==> src/rtl/control_debouncer_if.sv <==
// Bundles the raw control inputs and the conditioned outputs of the debouncer.
// master: the block that drives raw inputs and consumes the conditioned outputs.
// slave:  the debouncer itself.
interface control_debouncer_if #(
    parameter int WIDTH = 2
);
    logic [WIDTH-1:0] raw;
    logic [WIDTH-1:0] level;
    logic [WIDTH-1:0] rise;
    logic [WIDTH-1:0] fall;
    logic [WIDTH-1:0] toggle;

    modport master (
        output raw,
        input  level,
        input  rise,
        input  fall,
        input  toggle
    );

    modport slave (
        input  raw,
        output level,
        output rise,
        output fall,
        output toggle
    );
endinterface

==> src/rtl/control_debouncer.sv <==
// Per-channel synchroniser plus four-state debounce FSM for raw button/sensor
// inputs. Each channel produces a clean level, one-cycle rise/fall strobes and
// a push-on/push-off toggle level. Channels are completely independent.
module control_debouncer #(
    parameter int WIDTH         = 2,
    parameter int STABLE_CYCLES = 4,
    parameter int CNT_W         = 8
) (
    input  logic               clk,
    input  logic               rst,
    control_debouncer_if.slave bus
);
    typedef enum logic [1:0] {
        STABLE_LO = 2'd0,
        WAIT_HI   = 2'd1,
        STABLE_HI = 2'd2,
        WAIT_LO   = 2'd3
    } state_t;

    // Value of cnt on the sample that completes a run of STABLE_CYCLES.
    localparam logic [CNT_W-1:0] CNT_LAST = CNT_W'(STABLE_CYCLES - 1);
    localparam logic [CNT_W-1:0] CNT_ONE  = CNT_W'(1);

    logic [WIDTH-1:0] s1;
    logic [WIDTH-1:0] s2;
    logic [WIDTH-1:0] level_vec;
    logic [WIDTH-1:0] rise_vec;
    logic [WIDTH-1:0] fall_vec;
    logic [WIDTH-1:0] toggle_vec;

    // Two-flop synchroniser; the FSMs only ever look at s2.
    always_ff @(posedge clk) begin
        if (rst) begin
            s1 <= '0;
            s2 <= '0;
        end else begin
            s1 <= bus.raw;
            s2 <= s1;
        end
    end

    for (genvar i = 0; i < WIDTH; i++) begin : g_chan
        state_t           state;
        state_t           state_next;
        logic [CNT_W-1:0] cnt;
        logic [CNT_W-1:0] cnt_next;
        logic             accept_hi;
        logic             accept_lo;
        logic             level_r;
        logic             rise_r;
        logic             fall_r;
        logic             toggle_r;
        logic             level_next;
        logic             rise_next;
        logic             fall_next;
        logic             toggle_next;

        // State, counter and registered outputs; reset abandons any pending transition.
        always_ff @(posedge clk) begin
            if (rst) begin
                state    <= STABLE_LO;
                cnt      <= '0;
                level_r  <= 1'b0;
                rise_r   <= 1'b0;
                fall_r   <= 1'b0;
                toggle_r <= 1'b0;
            end else begin
                state    <= state_next;
                cnt      <= cnt_next;
                level_r  <= level_next;
                rise_r   <= rise_next;
                fall_r   <= fall_next;
                toggle_r <= toggle_next;
            end
        end

        // Next-state logic: a new level is accepted only after an unbroken run
        // of identical samples; any opposite sample falls back to the stable state.
        always_comb begin
            state_next = state;
            cnt_next   = cnt;
            accept_hi  = 1'b0;
            accept_lo  = 1'b0;
            case (state)
                STABLE_LO: begin
                    if (s2[i]) begin
                        state_next = WAIT_HI;
                        cnt_next   = CNT_ONE;
                    end
                end
                WAIT_HI: begin
                    if (!s2[i]) begin
                        state_next = STABLE_LO;
                        cnt_next   = '0;
                    end else if (cnt == CNT_LAST) begin
                        state_next = STABLE_HI;
                        cnt_next   = '0;
                        accept_hi  = 1'b1;
                    end else begin
                        cnt_next   = cnt + CNT_ONE;
                    end
                end
                STABLE_HI: begin
                    if (!s2[i]) begin
                        state_next = WAIT_LO;
                        cnt_next   = CNT_ONE;
                    end
                end
                WAIT_LO: begin
                    if (s2[i]) begin
                        state_next = STABLE_HI;
                        cnt_next   = '0;
                    end else if (cnt == CNT_LAST) begin
                        state_next = STABLE_LO;
                        cnt_next   = '0;
                        accept_lo  = 1'b1;
                    end else begin
                        cnt_next   = cnt + CNT_ONE;
                    end
                end
                default: begin
                    state_next = STABLE_LO;
                    cnt_next   = '0;
                end
            endcase
        end

        // Output logic: strobes last one cycle, toggle flips only on acceptance of a high level.
        always_comb begin
            rise_next   = accept_hi;
            fall_next   = accept_lo;
            level_next  = level_r;
            toggle_next = toggle_r;
            if (accept_hi) begin
                level_next  = 1'b1;
                toggle_next = ~toggle_r;
            end else if (accept_lo) begin
                level_next  = 1'b0;
            end
        end

        assign level_vec[i]  = level_r;
        assign rise_vec[i]   = rise_r;
        assign fall_vec[i]   = fall_r;
        assign toggle_vec[i] = toggle_r;
    end

    assign bus.level  = level_vec;
    assign bus.rise   = rise_vec;
    assign bus.fall   = fall_vec;
    assign bus.toggle = toggle_vec;
endmodule

==> src/flat_wrapper.sv <==
// flat-port wrapper written by rule: the top's interface ports become plain ports
module control_debouncer_flat 
#(
    parameter int WIDTH         = 2,
    parameter int STABLE_CYCLES = 4,
    parameter int CNT_W         = 8
)
  (clk, rst, bus_raw, bus_level, bus_rise, bus_fall, bus_toggle);
  control_debouncer_if #(.WIDTH(WIDTH)) bus_i ();
  input  logic clk;
  input  logic rst;
  input wire logic [$bits(bus_i.raw)-1:0] bus_raw;
  output wire logic [$bits(bus_i.level)-1:0] bus_level;
  output wire logic [$bits(bus_i.rise)-1:0] bus_rise;
  output wire logic [$bits(bus_i.fall)-1:0] bus_fall;
  output wire logic [$bits(bus_i.toggle)-1:0] bus_toggle;
  assign bus_i.raw = bus_raw;
  assign bus_level = bus_i.level;
  assign bus_rise = bus_i.rise;
  assign bus_fall = bus_i.fall;
  assign bus_toggle = bus_i.toggle;
  control_debouncer #(.WIDTH(WIDTH), .STABLE_CYCLES(STABLE_CYCLES), .CNT_W(CNT_W)) u_core (.clk(clk), .rst(rst), .bus(bus_i));
endmodule
==> config.mk <==
export PLATFORM = sky130hd
export DESIGN_NAME = control_debouncer_flat
export DESIGN_NICKNAME = d
export VERILOG_FILES = /design/src/rtl/control_debouncer_if.sv /design/src/rtl/control_debouncer.sv /design/src/flat_wrapper.sv
export SDC_FILE = /design/constraint.sdc
export NUM_CORES = 1
export LEC_CHECK = 0
export CORE_ASPECT_RATIO = 0.9
export CORE_UTILIZATION = 25
export CTS_CLUSTER_SIZE = 40
export DETAILED_ROUTE_END_ITERATION = 16
export PLACE_DENSITY = 0.41
export SYNTH_ARGS = -nofsm -noshare
export SYNTH_HDL_FRONTEND = slang
export SYNTH_SLANG_ARGS = --single-unit
==> constraint.sdc <==
create_clock -name clk -period 1.75 [get_ports clk]
set_input_delay 0.525 -clock clk [delete_from_list [all_inputs] [get_ports clk]]
set_output_delay 0.525 -clock clk [all_outputs]
set_load 0.01 [all_outputs]
==> run summary, run 1 <==
Status: finished with violations
Failing checks: DRC
Rel. slew slack: 64.5%
Post-synth cell types: 35
DRC errors left: 2
Vias: 1207
Post-Syn Nets: 171
Share of layout cells above drive strength 1: 15.5%
Non-Filler Instances: 251
Fmax: 0.587 GHz
Global-route wire length before repair: 5110 µm
Vias in the first global route: 1075
Synthesized area: 1510 µm²
Max Cap Viol: 0
CP Capture Point: bus_level[1]
CTS tree: built
Num rows: 26
Worst reg2reg setup slack: 0.08 ns
Worst path bufs/invs: 1
Hold crit path type: reg -> reg
Syn Area/Cell: 9.28 µm²
Post-Place Cells: 242
Final hold slack: 0.453 ns
Htree depth: 2
# fillers: 594
Initial DRC Count: 74
Grt total ovfl: 0
Register area share after synthesis: 42.3%
Fin Setup TNS: 0 ns
Cells after Synth: 163
Die width: 84.0 µm
Unrepaired setup endpoints after global routing: yes
Root buf cell: clkbuf_8
Commonest non-fill, non-tap cell in the layout: dfxtp_1
Setup ws final: 0.0454 ns
Worst path slowest cell: clkdlybuf4s50_1
Die ar.: 6370 µm²
Clock buffer depth: 2
HPWL Detailed: 2170 µm
Post-CTS Hold Buffers: 0
Endpoints failing setup: 0
P per Cell Area: 872 nW/µm²
Post-synth top area cell: dfxtp_1
Synthesis Warnings: 0
Worst-path maximum fanout: 3
Die Ht: 75.8 µm
Peak supply drop: 279 µV
Clock skew: 0.0102 ns
IO Count: 12
Critical-path cell list: clkdlybuf4s50_1
Pre-CTS setup slack: -0.288 ns
Largest net degree at the start of global routing: 13
Final Util: 32.5%
#FFs+latches synth: 32
PortBufs: 11
R2R Path Start: u_core.g_chan[1].cnt[1]$_SDFFE_PP0P_
Area growth from synthesis to layout: 23.7%
CP startpoint: u_core.g_chan[1].level_r$_SDFFE_PP0P_
Drt pass-1 iters: 10
Ant diodes: 0
CTS Buf Count: 5
Commonest non-fill, non-tap cells in the layout: 31 x dfxtp_1, 13 x buf_4, 11 x nor2_1, 11 x a31oi_1, 9 x a21oi_1
RePlAce Congestion: 0.805
Nets: 188
Max-slew violations: 0
CP peak stage delay: 0.54 ns
R2r worst-path depth: 7
Initial Util: 26.3%
Post-synth top area share: 42.3%
Final wirelength: 3060 µm
Fin crit period: 1.70 ns
Critical path type: reg -> out
Final Hold Vio Count: 0
CP top delay family: buffers and inverters
Leak: 0.733 nW
Slew @ Worst Pin: 0.528 ns
Vias/cell: 4.81
CP Launch Type: flip-flop
Crit path DAT: 1.18 ns
Clock Sinks: 32
Final period utilization: 97.4%
Synth top area cells: dfxtp_1 42%, a31oi_1 4.5%, buf_4 4.5%
Worst Path Required: 1.22 ns
Reg2Reg Capture Point: u_core.g_chan[1].cnt[5]$_SDFFE_PP0P_
Initial antenna violation count: 0
Clock slew at reported path FFs: 0.07 ns
Core ar.: 5760 µm²
WL per Instance: 12.2 µm
GRT Total Usage: 10.5%
CP Capture Type: output pin
Post-route ant nets: 0
Worst-skew pair later-pin latency: 0.29 ns
Critical path depth: 1
through the flow:
stage / instance area (µm²) / power [mW]
after floorplan: 1510 / 0.829
after global placement: 1720 / 0.859
after detailed placement: 1720 / 0.862
after CTS: 1840 / 1.65
after global routing: 1870 / 1.70
final: 1870 / 1.63
worst register-to-register path: stages, from the launching register on:
cell and delay, ns:
dfxtp_2 0.34, ha_1 0.20, nor4b_2 0.16, buf_4 0.16
a2111oi_4 0.30, buf_6 0.18, a41oi_1 0.11, a31oi_1 0.15
where the power goes:
| group | internal, mW | leakage [nW] | switching (mW) |
|---|---|---|---|
| Sequential | 0.743 | 0.260 | 0.0127 |
| Clock | 0.502 | 0.0645 | 0.285 |
| Combinational | 0.0419 | 0.408 | 0.0460 |
| Total | 1.29 | 0.733 | 0.344 |
layout make-up:
type                            count  area [µm²]  share of cell area (%)
Multi-Input combinational cell    108         758                    40.5
Sequential cell                    32         642                    34.3
Timing Repair Buffer               25         226                    12.1
Clock buffer                        7        96.3                    5.15
Tap cell                           70        87.6                    4.68
Clock inverter                      1        30.0                    1.61
Inverter                            8        30.0                    1.61
per-layer routing:
metal	part of all wire, %	vias to the layer above	GRT usage, %	wire length, µm
li1	-	611	-	-
met1	51	568	13.8	1560
met2	42	23	15.5	1290
met3	5.1	5	4.23	157
met4	1.5	0	4.60	47
met5	0	-	0	0
synth_stat cells:
cell	count
clkbuf_1	4
mux2i_1	2
ha_1	4
and2_1	2
nor2b_1	5
a22o_1	2
nor3_2	1
or3_1	2
xor2_1	4
a41oi_1	2
a211oi_1	2
a2111oi_4	2
nor4b_2	2
and3_1	4
o21ai_0	2
nand2_1	7
o2bb2ai_1	2
a2bb2oi_1	1
a21oi_1	9
nand3_1	5
o21a_1	1
nor2_1	11
a211o_1	1
xnor2_1	4
a311oi_1	1
dfxtp_1	32
inv_1	8
nor4b_1	1
nor3_1	5
nand4_1	5
buf_4	9
buf_2	2
nand2b_1	6
nor4_1	2
a31oi_1	11
state kept, by name (all words and copies together) (netlist names), named ones only:
name and cells:
u_core.g_chan.level_r 2, u_core.g_chan.fall_r 2, u_core.g_chan.state 2, u_core.s1 2
u_core.g_chan.rise_r 2, u_core.g_chan.toggle_r 2, u_core.g_chan.cnt 16, u_core.s2 2
worst min path at each step:
stage,start,end,slack (ns),cells after the start
after floorplan,u_core.s1[0]$_SDFF_PP0_,u_core.s2[0]$_SDFF_PP0_,0.41,1
after detailed placement,u_core.s1[0]$_SDFF_PP0_,u_core.s2[0]$_SDFF_PP0_,0.42,1
final,u_core.s1[1]$_SDFF_PP0_,u_core.s2[1]$_SDFF_PP0_,0.45,1
after CTS,u_core.s1[1]$_SDFF_PP0_,u_core.s2[1]$_SDFF_PP0_,0.46,1
after global placement,u_core.s1[0]$_SDFF_PP0_,u_core.s2[0]$_SDFF_PP0_,0.43,1
after global routing,u_core.s1[1]$_SDFF_PP0_,u_core.s2[1]$_SDFF_PP0_,0.46,1
repair_timing:
action / CTS / global route
resized for setup: 0 / 6
endpoints found under the setup margin: 0 / 15
setup buffers: 0 / 1
logic make-up after synthesis:
| group | share of synthesized area, % |
|---|---|
| flip-flops | 42.3 |
| AND/OR/NAND/NOR | 21.8 |
| adder cells (fa/ha/maj) | 3.31 |
| AO/OA/AOI/OAI | 18.5 |
| buffers and inverters | 8.11 |
| XOR/XNOR | 4.63 |
| multiplexers | 1.32 |
No activity file was read; power rests on OpenSTA's default activity.
==> inputs of run 2 (changes only) <==
--- a/config.mk
+++ b/config.mk
@@ -7,7 +7,6 @@
 export LEC_CHECK = 0
 export CORE_ASPECT_RATIO = 0.9
 export CORE_UTILIZATION = 25
-export CTS_CLUSTER_SIZE = 40
 export DETAILED_ROUTE_END_ITERATION = 16
 export PLACE_DENSITY = 0.41
 export SYNTH_ARGS = -nofsm -noshare
==> results of run 2 <==
Same layout as run 1: the final DEF is identical, and so are final timing and power.
==> inputs of run 3 (changes only) <==
--- a/config.mk
+++ b/config.mk
@@ -5,6 +5,7 @@
 export SDC_FILE = /design/constraint.sdc
 export NUM_CORES = 1
 export LEC_CHECK = 0
+export ABC_CLOCK_PERIOD_IN_PS = 1750
 export CORE_ASPECT_RATIO = 0.9
 export CORE_UTILIZATION = 25
 export DETAILED_ROUTE_END_ITERATION = 16
==> results of run 3 <==
Same layout as run 1: the final DEF is identical, and so are final timing and power.
